File: src/rtl/cmd_stream_writer.sv
// ---------------------------------------------------------------------------
// cmd_stream_writer
//
// Packs a stream of commands into a linear command memory.  Each command is
// a header word followed by cmd_nargs 32-bit argument words, written one
// word per cycle through a registered write port.  Addresses grow from 0 and
// never wrap; a command is only accepted if all of its words still fit.
// Commands with an illegal argument count are consumed without writing
// anything and raise the sticky err flag.
//
// State table:
//   state  | meaning
//   -------+-------------------------------------------------------------
//   S_IDLE | waiting for a command header (cmd_ready may be high)
//   S_ARGS | header written, collecting rem_args argument words
//
// Ports:
//   clk        in   clock, rising edge
//   rst        in   synchronous active-high reset (highest priority)
//   clear      in   synchronous flush of position, err and counters
//   cmd_valid  in   command header offered
//   cmd_ready  out  header accepted when cmd_valid also high
//   cmd_op     in   16-bit opcode, header bits [15:0]
//   cmd_nargs  in   number of argument words following the header
//   arg_valid  in   argument word offered
//   arg_ready  out  argument accepted when arg_valid also high
//   arg_data   in   32-bit argument word
//   mem_we     out  registered write strobe to command memory
//   mem_addr   out  registered write address
//   mem_wdata  out  registered write data
//   wr_count   out  words written since reset/clear
//   cmd_count  out  commands fully written since reset/clear (wraps)
//   full       out  wr_count == DEPTH
//   err        out  sticky illegal-argument-count flag
// ---------------------------------------------------------------------------
module cmd_stream_writer #(
    parameter int ADDR_W   = 6,
    parameter int MAX_ARGS = 16
) (
    input  logic              clk,
    input  logic              rst,
    input  logic              clear,
    input  logic              cmd_valid,
    output logic              cmd_ready,
    input  logic [15:0]       cmd_op,
    input  logic [4:0]        cmd_nargs,
    input  logic              arg_valid,
    output logic              arg_ready,
    input  logic [31:0]       arg_data,
    output logic              mem_we,
    output logic [ADDR_W-1:0] mem_addr,
    output logic [31:0]       mem_wdata,
    output logic [ADDR_W:0]   wr_count,
    output logic [15:0]       cmd_count,
    output logic              full,
    output logic              err
);

    // DEPTH expressed at the width of wr_count
    localparam logic [ADDR_W:0] DEPTH_W = {1'b1, {ADDR_W{1'b0}}};

    // Space arithmetic width: wide enough for DEPTH and for nargs+1 (up to 32)
    localparam int CW = (ADDR_W + 2 > 7) ? ADDR_W + 2 : 7;

    typedef enum logic {
        S_IDLE = 1'b0,
        S_ARGS = 1'b1
    } state_t;

    state_t        state;
    logic [4:0]    rem_args;

    logic [CW-1:0] space_left;
    logic [CW-1:0] words_needed;
    logic          nargs_bad;
    logic          has_room;
    logic          cmd_hs;
    logic          arg_hs;
    logic [31:0]   header;

    assign nargs_bad    = ({27'd0, cmd_nargs} > MAX_ARGS);
    assign space_left   = CW'(DEPTH_W) - CW'(wr_count);
    assign words_needed = CW'(cmd_nargs) + CW'(1);
    assign has_room     = (space_left >= words_needed);

    // Illegal commands are always accepted (and dropped) so a bad producer
    // cannot wedge the stream, even when the memory is full.
    assign cmd_ready = !clear && (state == S_IDLE) && (nargs_bad || has_room);
    assign arg_ready = !clear && (state == S_ARGS);

    assign cmd_hs = cmd_valid && cmd_ready;
    assign arg_hs = arg_valid && arg_ready;

    // Bit 31 flags that argument words follow the header
    assign header = {(cmd_nargs != 5'd0), 15'd0, cmd_op};

    assign full = (wr_count == DEPTH_W);

    always_ff @(posedge clk) begin
        if (rst) begin
            state     <= S_IDLE;
            rem_args  <= 5'd0;
            mem_we    <= 1'b0;
            mem_addr  <= '0;
            mem_wdata <= 32'd0;
            wr_count  <= '0;
            cmd_count <= 16'd0;
            err       <= 1'b0;
        end else if (clear) begin
            // Abandons any partially written command; the memory port keeps
            // its last address/data but the strobe drops.
            state     <= S_IDLE;
            rem_args  <= 5'd0;
            mem_we    <= 1'b0;
            wr_count  <= '0;
            cmd_count <= 16'd0;
            err       <= 1'b0;
        end else begin
            mem_we <= 1'b0;
            case (state)
                S_IDLE: begin
                    if (cmd_hs) begin
                        if (nargs_bad) begin
                            err <= 1'b1;
                        end else begin
                            mem_we    <= 1'b1;
                            mem_addr  <= wr_count[ADDR_W-1:0];
                            mem_wdata <= header;
                            wr_count  <= wr_count + 1'b1;
                            rem_args  <= cmd_nargs;
                            if (cmd_nargs == 5'd0) begin
                                cmd_count <= cmd_count + 16'd1;
                            end else begin
                                state <= S_ARGS;
                            end
                        end
                    end
                end

                S_ARGS: begin
                    if (arg_hs) begin
                        mem_we    <= 1'b1;
                        mem_addr  <= wr_count[ADDR_W-1:0];
                        mem_wdata <= arg_data;
                        wr_count  <= wr_count + 1'b1;
                        rem_args  <= rem_args - 5'd1;
                        // Terminal count: this handshake carries the last word
                        if (rem_args == 5'd1) begin
                            state     <= S_IDLE;
                            cmd_count <= cmd_count + 16'd1;
                        end
                    end
                end

                default: begin
                    state <= S_IDLE;
                end
            endcase
        end
    end

endmodule
File: config.mk
export PLATFORM = sky130hd
export DESIGN_NAME = cmd_stream_writer
export DESIGN_NICKNAME = d
export VERILOG_FILES = /design/src/rtl/cmd_stream_writer.sv
export SDC_FILE = /design/constraint.sdc
export NUM_CORES = 1
export LEC_CHECK = 0
export ABC_AREA = 0
export CAP_MARGIN = 30
export CORE_ASPECT_RATIO = 1.25
export CORE_MARGIN = 2
export CORE_UTILIZATION = 50
export DETAILED_ROUTE_END_ITERATION = 16
export GPL_TIMING_DRIVEN = 1
export PLACE_DENSITY_LB_ADDON = 0.08
export SLEW_MARGIN = 15
export SYNTH_ARGS = -nofsm -noshare
export SYNTH_HDL_FRONTEND = slang
export SYNTH_SLANG_ARGS = --single-unit
File: constraint.sdc
create_clock -name clk -period 5.08 [get_ports clk]
set_clock_uncertainty 0.1 [all_clocks]
set_input_delay 1.016 -clock clk [delete_from_list [all_inputs] [get_ports clk]]
set_output_delay 1.016 -clock clk [all_outputs]
set_load 0.01 [all_outputs]
==> results of run 1 <==
==> cell usage after synthesis, drive strengths merged (2+ instances only) <==
library cell / n
dfxtp: 69
nand2: 38
a21oi: 27
mux2i: 26
nor3: 25
a211oi: 21
o21ai: 21
nand3: 19
clkbuf: 17
nor2: 17
a22o: 15
ha: 15
buf: 14
inv: 11
a2111o: 9
or3: 8
and3: 4
nand4: 4
xnor2: 4
a2111oi: 3
a31oi: 3
and2: 3
xor2: 3
a32o: 2
nand3b: 2
nor4b: 2
o211ai: 2
o21a: 2
o22ai: 2
or2: 2
==> power by group <==
part           total (mW)  switching (mW)  internal, mW  leakage [nW]
sequential          0.558         0.00661         0.552         0.558
combinational       0.169          0.0783        0.0905          1.14
clock               0.599           0.210         0.389         0.136
total                1.33           0.295          1.03          1.83
==> worst max-delay path: stages <==
cell and delay [ps]:
clkdlybuf4s50_1 530, inv_1 90, ha_1 280, inv_1 40
ha_1 270, a2111oi_1 700, o31ai_4 170, nor2_1 160
nor3_1 70, clkdlybuf4s50_1 520
==> registers in the layout (all words and copies together), names as in the netlist <==
signal,count
mem_wdata,32
cmd_count,16
wr_count,7
mem_addr,6
rem_args,5
err,1
mem_we,1
state,1
==> worst max-delay path by stage <==
stage | depth (start not counted) | to | startpoint | slack (ps)
2_1_floorplan | 7 | cmd_ready | cmd_nargs[1] | 1370
3_3_place_gp | 9 | cmd_ready | cmd_nargs[2] | 210
3_5_place_dp | 9 | cmd_ready | cmd_nargs[2] | 120
4_1_cts | 9 | cmd_ready | cmd_nargs[2] | 100
5_1_grt | 10 | cmd_ready | cmd_nargs[0] | 30
6_report | 10 | cmd_ready | cmd_nargs[0] | 100
==> cells in the final DEF, fill, tap and decap left out, types with 2 or more instances in the layout <==
| cell | Yosys | routed |
|---|---|---|
| a2111o_1 | 9 | 9 |
| a2111oi_1 | 2 | 3 |
| a211oi_1 | 10 | 10 |
| a211oi_2 | 11 | 11 |
| a21oi_1 | 27 | 27 |
| a22o_1 | 15 | 15 |
| a31oi_1 | 3 | 3 |
| a32o_1 | 2 | 2 |
| and2_1 | 3 | 3 |
| and3_1 | 4 | 4 |
| buf_4 | 2 | 6 |
| bufinv_16 | 0 | 4 |
| clkbuf_8 | 0 | 10 |
| clkdlybuf4s50_1 | 0 | 123 |
| dfxtp_1 | 69 | 69 |
| ha_1 | 15 | 15 |
| inv_1 | 11 | 11 |
| mux2i_1 | 26 | 26 |
| nand2_1 | 37 | 37 |
| nand3_1 | 19 | 19 |
| nand3b_1 | 2 | 2 |
| nand4_1 | 4 | 4 |
| nor2_1 | 16 | 16 |
| nor3_1 | 20 | 20 |
| nor3_2 | 4 | 4 |
| o21ai_0 | 12 | 12 |
| o21ai_1 | 8 | 8 |
| o22ai_1 | 2 | 2 |
| or2_2 | 2 | 2 |
| or3_1 | 8 | 8 |
| xnor2_1 | 4 | 4 |
| xor2_1 | 3 | 3 |
==> cell families (layout without fill, tap and decap cells) <==
group	Yosys count	in the layout	synth area share, %
AND/OR/NAND/NOR	129	129	18.6
AO/OA/AOI/OAI	112	112	23.6
flip-flops	69	69	37.6
buffers and inverters	43	157	5.92
multiplexers	27	27	7.49
adder cells (fa/ha/maj)	15	15	5.11
XOR/XNOR	7	7	1.67
==> layout make-up <==
class / count / area [µm²] / share of cell area [%]
multi-input cells: 290 / 2090 / 40.3
flip-flops and latches: 69 / 1380 / 26.7
repair buffers: 129 / 1280 / 24.7
clock buffers: 10 / 138 / 2.66
clock inverters: 6 / 134 / 2.59
well taps: 90 / 113 / 2.18
inverters: 12 / 45.0 / 0.871
==> repair_timing <==
action                     CTS  global route
hold buffers                 0             0
setup endpoints to repair    0             1
resized for setup            0             2
setup buffers                0             0
==> metrics by stage <==
step,hold slack (ps),std cells
final,371,606
after global placement,352,589
after floorplan,387,402
after CTS,370,605
after detailed placement,359,589
after global routing,393,606
==> metal layers <==
metal  vias up  part of all wire, %  global-route usage [%]  wire length [µm]
li1       1702                    -                       -                 -
met4         0                  1.3                    9.39               126
met3        12                  6.3                    6.21               602
met2       109                   51                    43.5              4900
met1      1645                   42                    28.6              4000
met5         -                    0                       0                 0
==> flow_summary.yaml, run 1 <==
outcome:
  status: "finished clean"
sta:
  rsz0062_at_grt: "false"
  tns_ps: 0
  fin_crit_sh_pct: 98.1
  drv_slew: 0
  fmax_ghz: 0.201
  max_slew.worst_pin.slew_ps: 898
  period_needed_ps: 4980
  hold_viol_final: 0
  slew_headroom_pct: 39.9
  setup_ws_ps: 96.7
  setup_viol: 0
grt:
  grtUsageTotal_pct: 24.7
  antenna_found_initial: 0
  grt_start_max_net_pins: 31
  grt.overflow.total: 0
  grt_pass1_wl_mm: 15.8
  first_global_vias: 3431
synth:
  netlist_top_cells_area: "dfxtp_1, mux2i_1, ha_1"
  syn-num-nets: 475
  yosys.area.top_type: "dfxtp_1"
  yosys_warnings: 0
  ys_seq_area_share_pct: 37.6
  synth.top_cell.area_share_pct: 37.6
  yosys_register_bits: 69
  syn_area_mm2: 0.00367
  synth_edf_count: 0
  synthArstFlopShare_pct: 0
  syn_inst: 402
  avgSynthCellArea_um2: 9.14
  synth_ff_type: "dfxtp_1"
  synth_cell_type_count: 56
clock_network:
  clock-sinks: 69
  insertion_delay_ps: 340
  cts_buffers: 9
  h-tree-depth: 3
  cts_tree: "done"
  cts-root-buf: "clkbuf_8"
  clk_pin_slew_worst_paths_ps: 80
  clock_path_buffers: 2
routing:
  drtIter0Drc: 157
  drcViolationCount: 0
  wl_mm: 9.63
  drt-pass1-iter-count: 4
  via_count: 3468
  ant_nets: 0
  via_per_inst: 5.72
  wl_per_cell_um: 15.9
place:
  port_buffers: 123
  dp_slack_ps: 116
  postPlaceCellArea_mm2: 0.00488
  place_hpwl_mm: 6.78
  gp_congestion: 0.782
setup_path:
  end_kind: "output port"
  reg2reg_depth: 9
  worstPathArrival_ps: 3870
  critPathKind: "in -> out"
  worst_setup_path_start_kind: "input port"
  rr_endpoint: "cmd_count[11]"
  worstReg2RegStart: "wr_count[0]"
  crit_required_ps: 3960
  cp_max_fo: 5
  reg2reg_setup_slack_ps: 1590
final_layout:
  antenna_cells: 0
  final_core_util_pct: 73.2
  drive_gt1_share_pct: 9.50
  final_area_mm2: 0.00517
  fill_cells: 594
  area_delta_synth_final_pct: 40.8
  nets: 584
floorplanning:
  core_mm2: 0.00706
  die_x_um: 80.7
  dieArea_mm2: 0.00806
  row_count: 34
  die_h_um: 99.9
  start_util_pct: 52.0
  boundaryPins: 124
power_and_ir_drop:
  p_leak_nw: 1.83
  vdd_drop_max_mv: 0.192
  power.total_mw: 1.33
  p_per_area_mw_per_mm2: 256
worst_hold_path:
  holdPathStages: 2
  min-delay-start: "mem_addr[4]"
  min_path_type: "reg -> reg"
  whs_endpoint: "mem_addr[4]"
run:
  drv_cap: 0
Power figures use the tool's default switching activity.
==> run 2, diff against run 1 <==
--- a/config.mk
+++ b/config.mk
@@ -7,13 +7,15 @@
 export LEC_CHECK = 0
 export ABC_AREA = 0
 export CAP_MARGIN = 30
-export CORE_ASPECT_RATIO = 1.25
+export CORE_ASPECT_RATIO = 0.6
 export CORE_MARGIN = 2
 export CORE_UTILIZATION = 50
 export DETAILED_ROUTE_END_ITERATION = 16
 export GPL_TIMING_DRIVEN = 1
 export PLACE_DENSITY_LB_ADDON = 0.08
+export SKIP_LAST_GASP = 1
 export SLEW_MARGIN = 15
 export SYNTH_ARGS = -nofsm -noshare
 export SYNTH_HDL_FRONTEND = slang
 export SYNTH_SLANG_ARGS = --single-unit
+export TNS_END_PERCENT = 5
==> run 2 against run 1 <==
Sequential power barely moved. Wire length grew 4.5%. Critical path type unchanged. Non-clock buffer count up 2. Largest power group unchanged. Hold slack worse by 6.6 ps.
==> flow_summary.yaml, run 2 (synthesis results as in run 1) <==
floorplanning:
  die_x_um: 115
  row_count: 24
  boundaryPins: 124
  start_util_pct: 51.2
  die_h_um: 70.4
  core_mm2: 0.00718
  dieArea_mm2: 0.00807
grt:
  grt_util_met2_pct: 38.6
  grtUsageTotal_pct: 25.6
  first_global_vias: 3392
  grt_start_max_net_pins: 31
  use_met1_pct: 33.0
  grt.met3_usage_pct: 10.7
  busiest_layer: "met2"
  grt.overflow.total: 0
  antenna_found_initial: 0
  grt_pass1_wl_mm: 16.3
clock_network:
  cts_tree: "done"
  post_cts_resize_count: 0
  clk_pin_slew_worst_paths_ps: 50
  clock-sinks: 69
  post_cts_buffers: 0
  h-tree-depth: 3
  cts_buffers: 9
  cts-root-buf: "clkbuf_16"
  insertion_delay_ps: 330
  clock_path_buffers: 2
  cts_hold_buf: 0
routing:
  wl_mm: 10.1
  drtIter0Drc: 354
  drt-pass1-iter-count: 5
  via_count: 3551
  wl_per_cell_um: 16.5
  via_per_inst: 5.83
  ant_nets: 0
  drcViolationCount: 0
final_layout:
  antenna_cells: 0
  layout_top_registers: "mem_wdata: 32 flops, cmd_count: 16 flops, wr_count: 7 flops"
  finalNonFillerCells: 609
  final_core_util_pct: 72.7
  nets: 586
  largest_register_ffs: 32
  mostFrequentLayoutCells: "clkdlybuf4s50_1, dfxtp_1, nand2_1, a21oi_1, mux2i_1"
  area_delta_synth_final_pct: 41.9
  fill_cells: 582
  layout_commonest_cell: "clkdlybuf4s50_1"
  drive_gt1_share_pct: 9.46
  max_flop_register: "mem_wdata"
setup_path:
  crit_slowest_cell: "clkdlybuf4s50_1"
  cp_max_fo: 4
  critPathKind: "in -> out"
  cp_num_buf_inv: 4
  worstPathArrival_ps: 3610
  worst_setup_path_start_kind: "input port"
  cp_cell_sequence: "clkdlybuf4s50_1 > inv_1 > ha_1 > inv_1 > ha_1 > a2111oi_0 > o31ai_2 > nor2_1 > nor3_1 > clkdlybuf4s50_1"
  crit_required_ps: 3960
  end_kind: "output port"
  slowest_delay_ps: 550
  critPathTopFamily: "buffers and inverters"
power_and_ir_drop:
  sw_frac_of_total_pct: 22.8
  p_switching_mw: 0.316
  power_frac_clock_pct: 47.5
  internal_power_mw: 1.07
  power_frac_seq_pct: 40.3
  vdd_drop_max_mv: 0.174
  power_frac_comb_pct: 12.2
  p_leak_nw: 1.86
  p_per_area_mw_per_mm2: 266
place:
  dp_slack_ps: 358
  place_hpwl_mm: 6.97
  place_inst: 593
  port_buffers: 123
  gp_congestion: 0.878
sta:
  holdWs_ps: 365
  fin_crit_sh_pct: 93.0
  drv_slew: 0
  setup_ws_ps: 356
  hold_viol_final: 0
  tns_ps: 0
  max_slew.worst_pin.slew_ps: 755
  slew_headroom_pct: 49.6
  rsz0062_at_grt: "false"
  fmax_ghz: 0.212
  period_needed_ps: 4720
  setup_viol: 0
run:
  drv_cap: 0
outcome:
  status: "finished clean"
worst_hold_path:
  min_path_type: "reg -> reg"
## run 2: cell count changes in the layout (fill, tap and decap cells not counted)
cell,delta
clkbuf_8,-10
clkbuf_16,+9
buf_4,+2
bufinv_16,-2
clkbuf_1,+2
clkinv_2,+2
a2111oi_0,+1
a2111oi_1,-1
clkinv_4,-1
o31ai_2,+1
o31ai_4,-1
## run 2: final timing paths
check                from          end  slack (ps)  cells past startpoint
max          cmd_nargs[0]    cmd_ready         360                     10
min           mem_addr[5]  mem_addr[5]         360                      2
max reg2reg   wr_count[0]  rem_args[2]        1830                      9
min reg2reg   mem_addr[5]  mem_addr[5]         360                      2
## run 2: stage by stage
stage,instance area (µm²),power (mW)
2_1_floorplan,3670,0.655
3_3_place_gp,4910,0.734
3_5_place_dp,4910,0.738
4_1_cts,5220,1.39
5_1_grt,5220,1.43
6_report,5220,1.39
## run 2: layer usage
| layer | routed length, µm | vias up |
|---|---|---|
| met3 | 918 | 15 |
| met5 | 0 | - |
| met4 | 142 | 0 |
| met1 | 4560 | 1684 |
| met2 | 4440 | 140 |
| li1 | - | 1712 |
## run 2: area by class of cell
cell class                      count  area, µm²  share of cell area, %
Clock inverter                      5       75.1                   1.44
Inverter                           12       45.0                  0.864
Clock buffer                       11        233                   4.46
Tap cell                           91        114                   2.18
Multi-Input combinational cell    290       2080                   39.8
Timing Repair Buffer              131       1290                   24.8
Sequential cell                    69       1380                   26.5
## run 2: power groups by stage
stage / sequential, mW / combinational (mW) / clock [mW]
after global routing: 0.560 / 0.182 / 0.688
final: 0.559 / 0.169 / 0.658
after global placement: 0.570 / 0.164 / 0
after CTS: 0.559 / 0.169 / 0.666
after floorplan: 0.575 / 0.0803 / 0
after detailed placement: 0.571 / 0.167 / 0
## run 2: tightest hold or removal path, stage by stage (launching register included)
cell and delay (ps):
dfxtp_1 300, nand3_1 60, a21oi_1 50
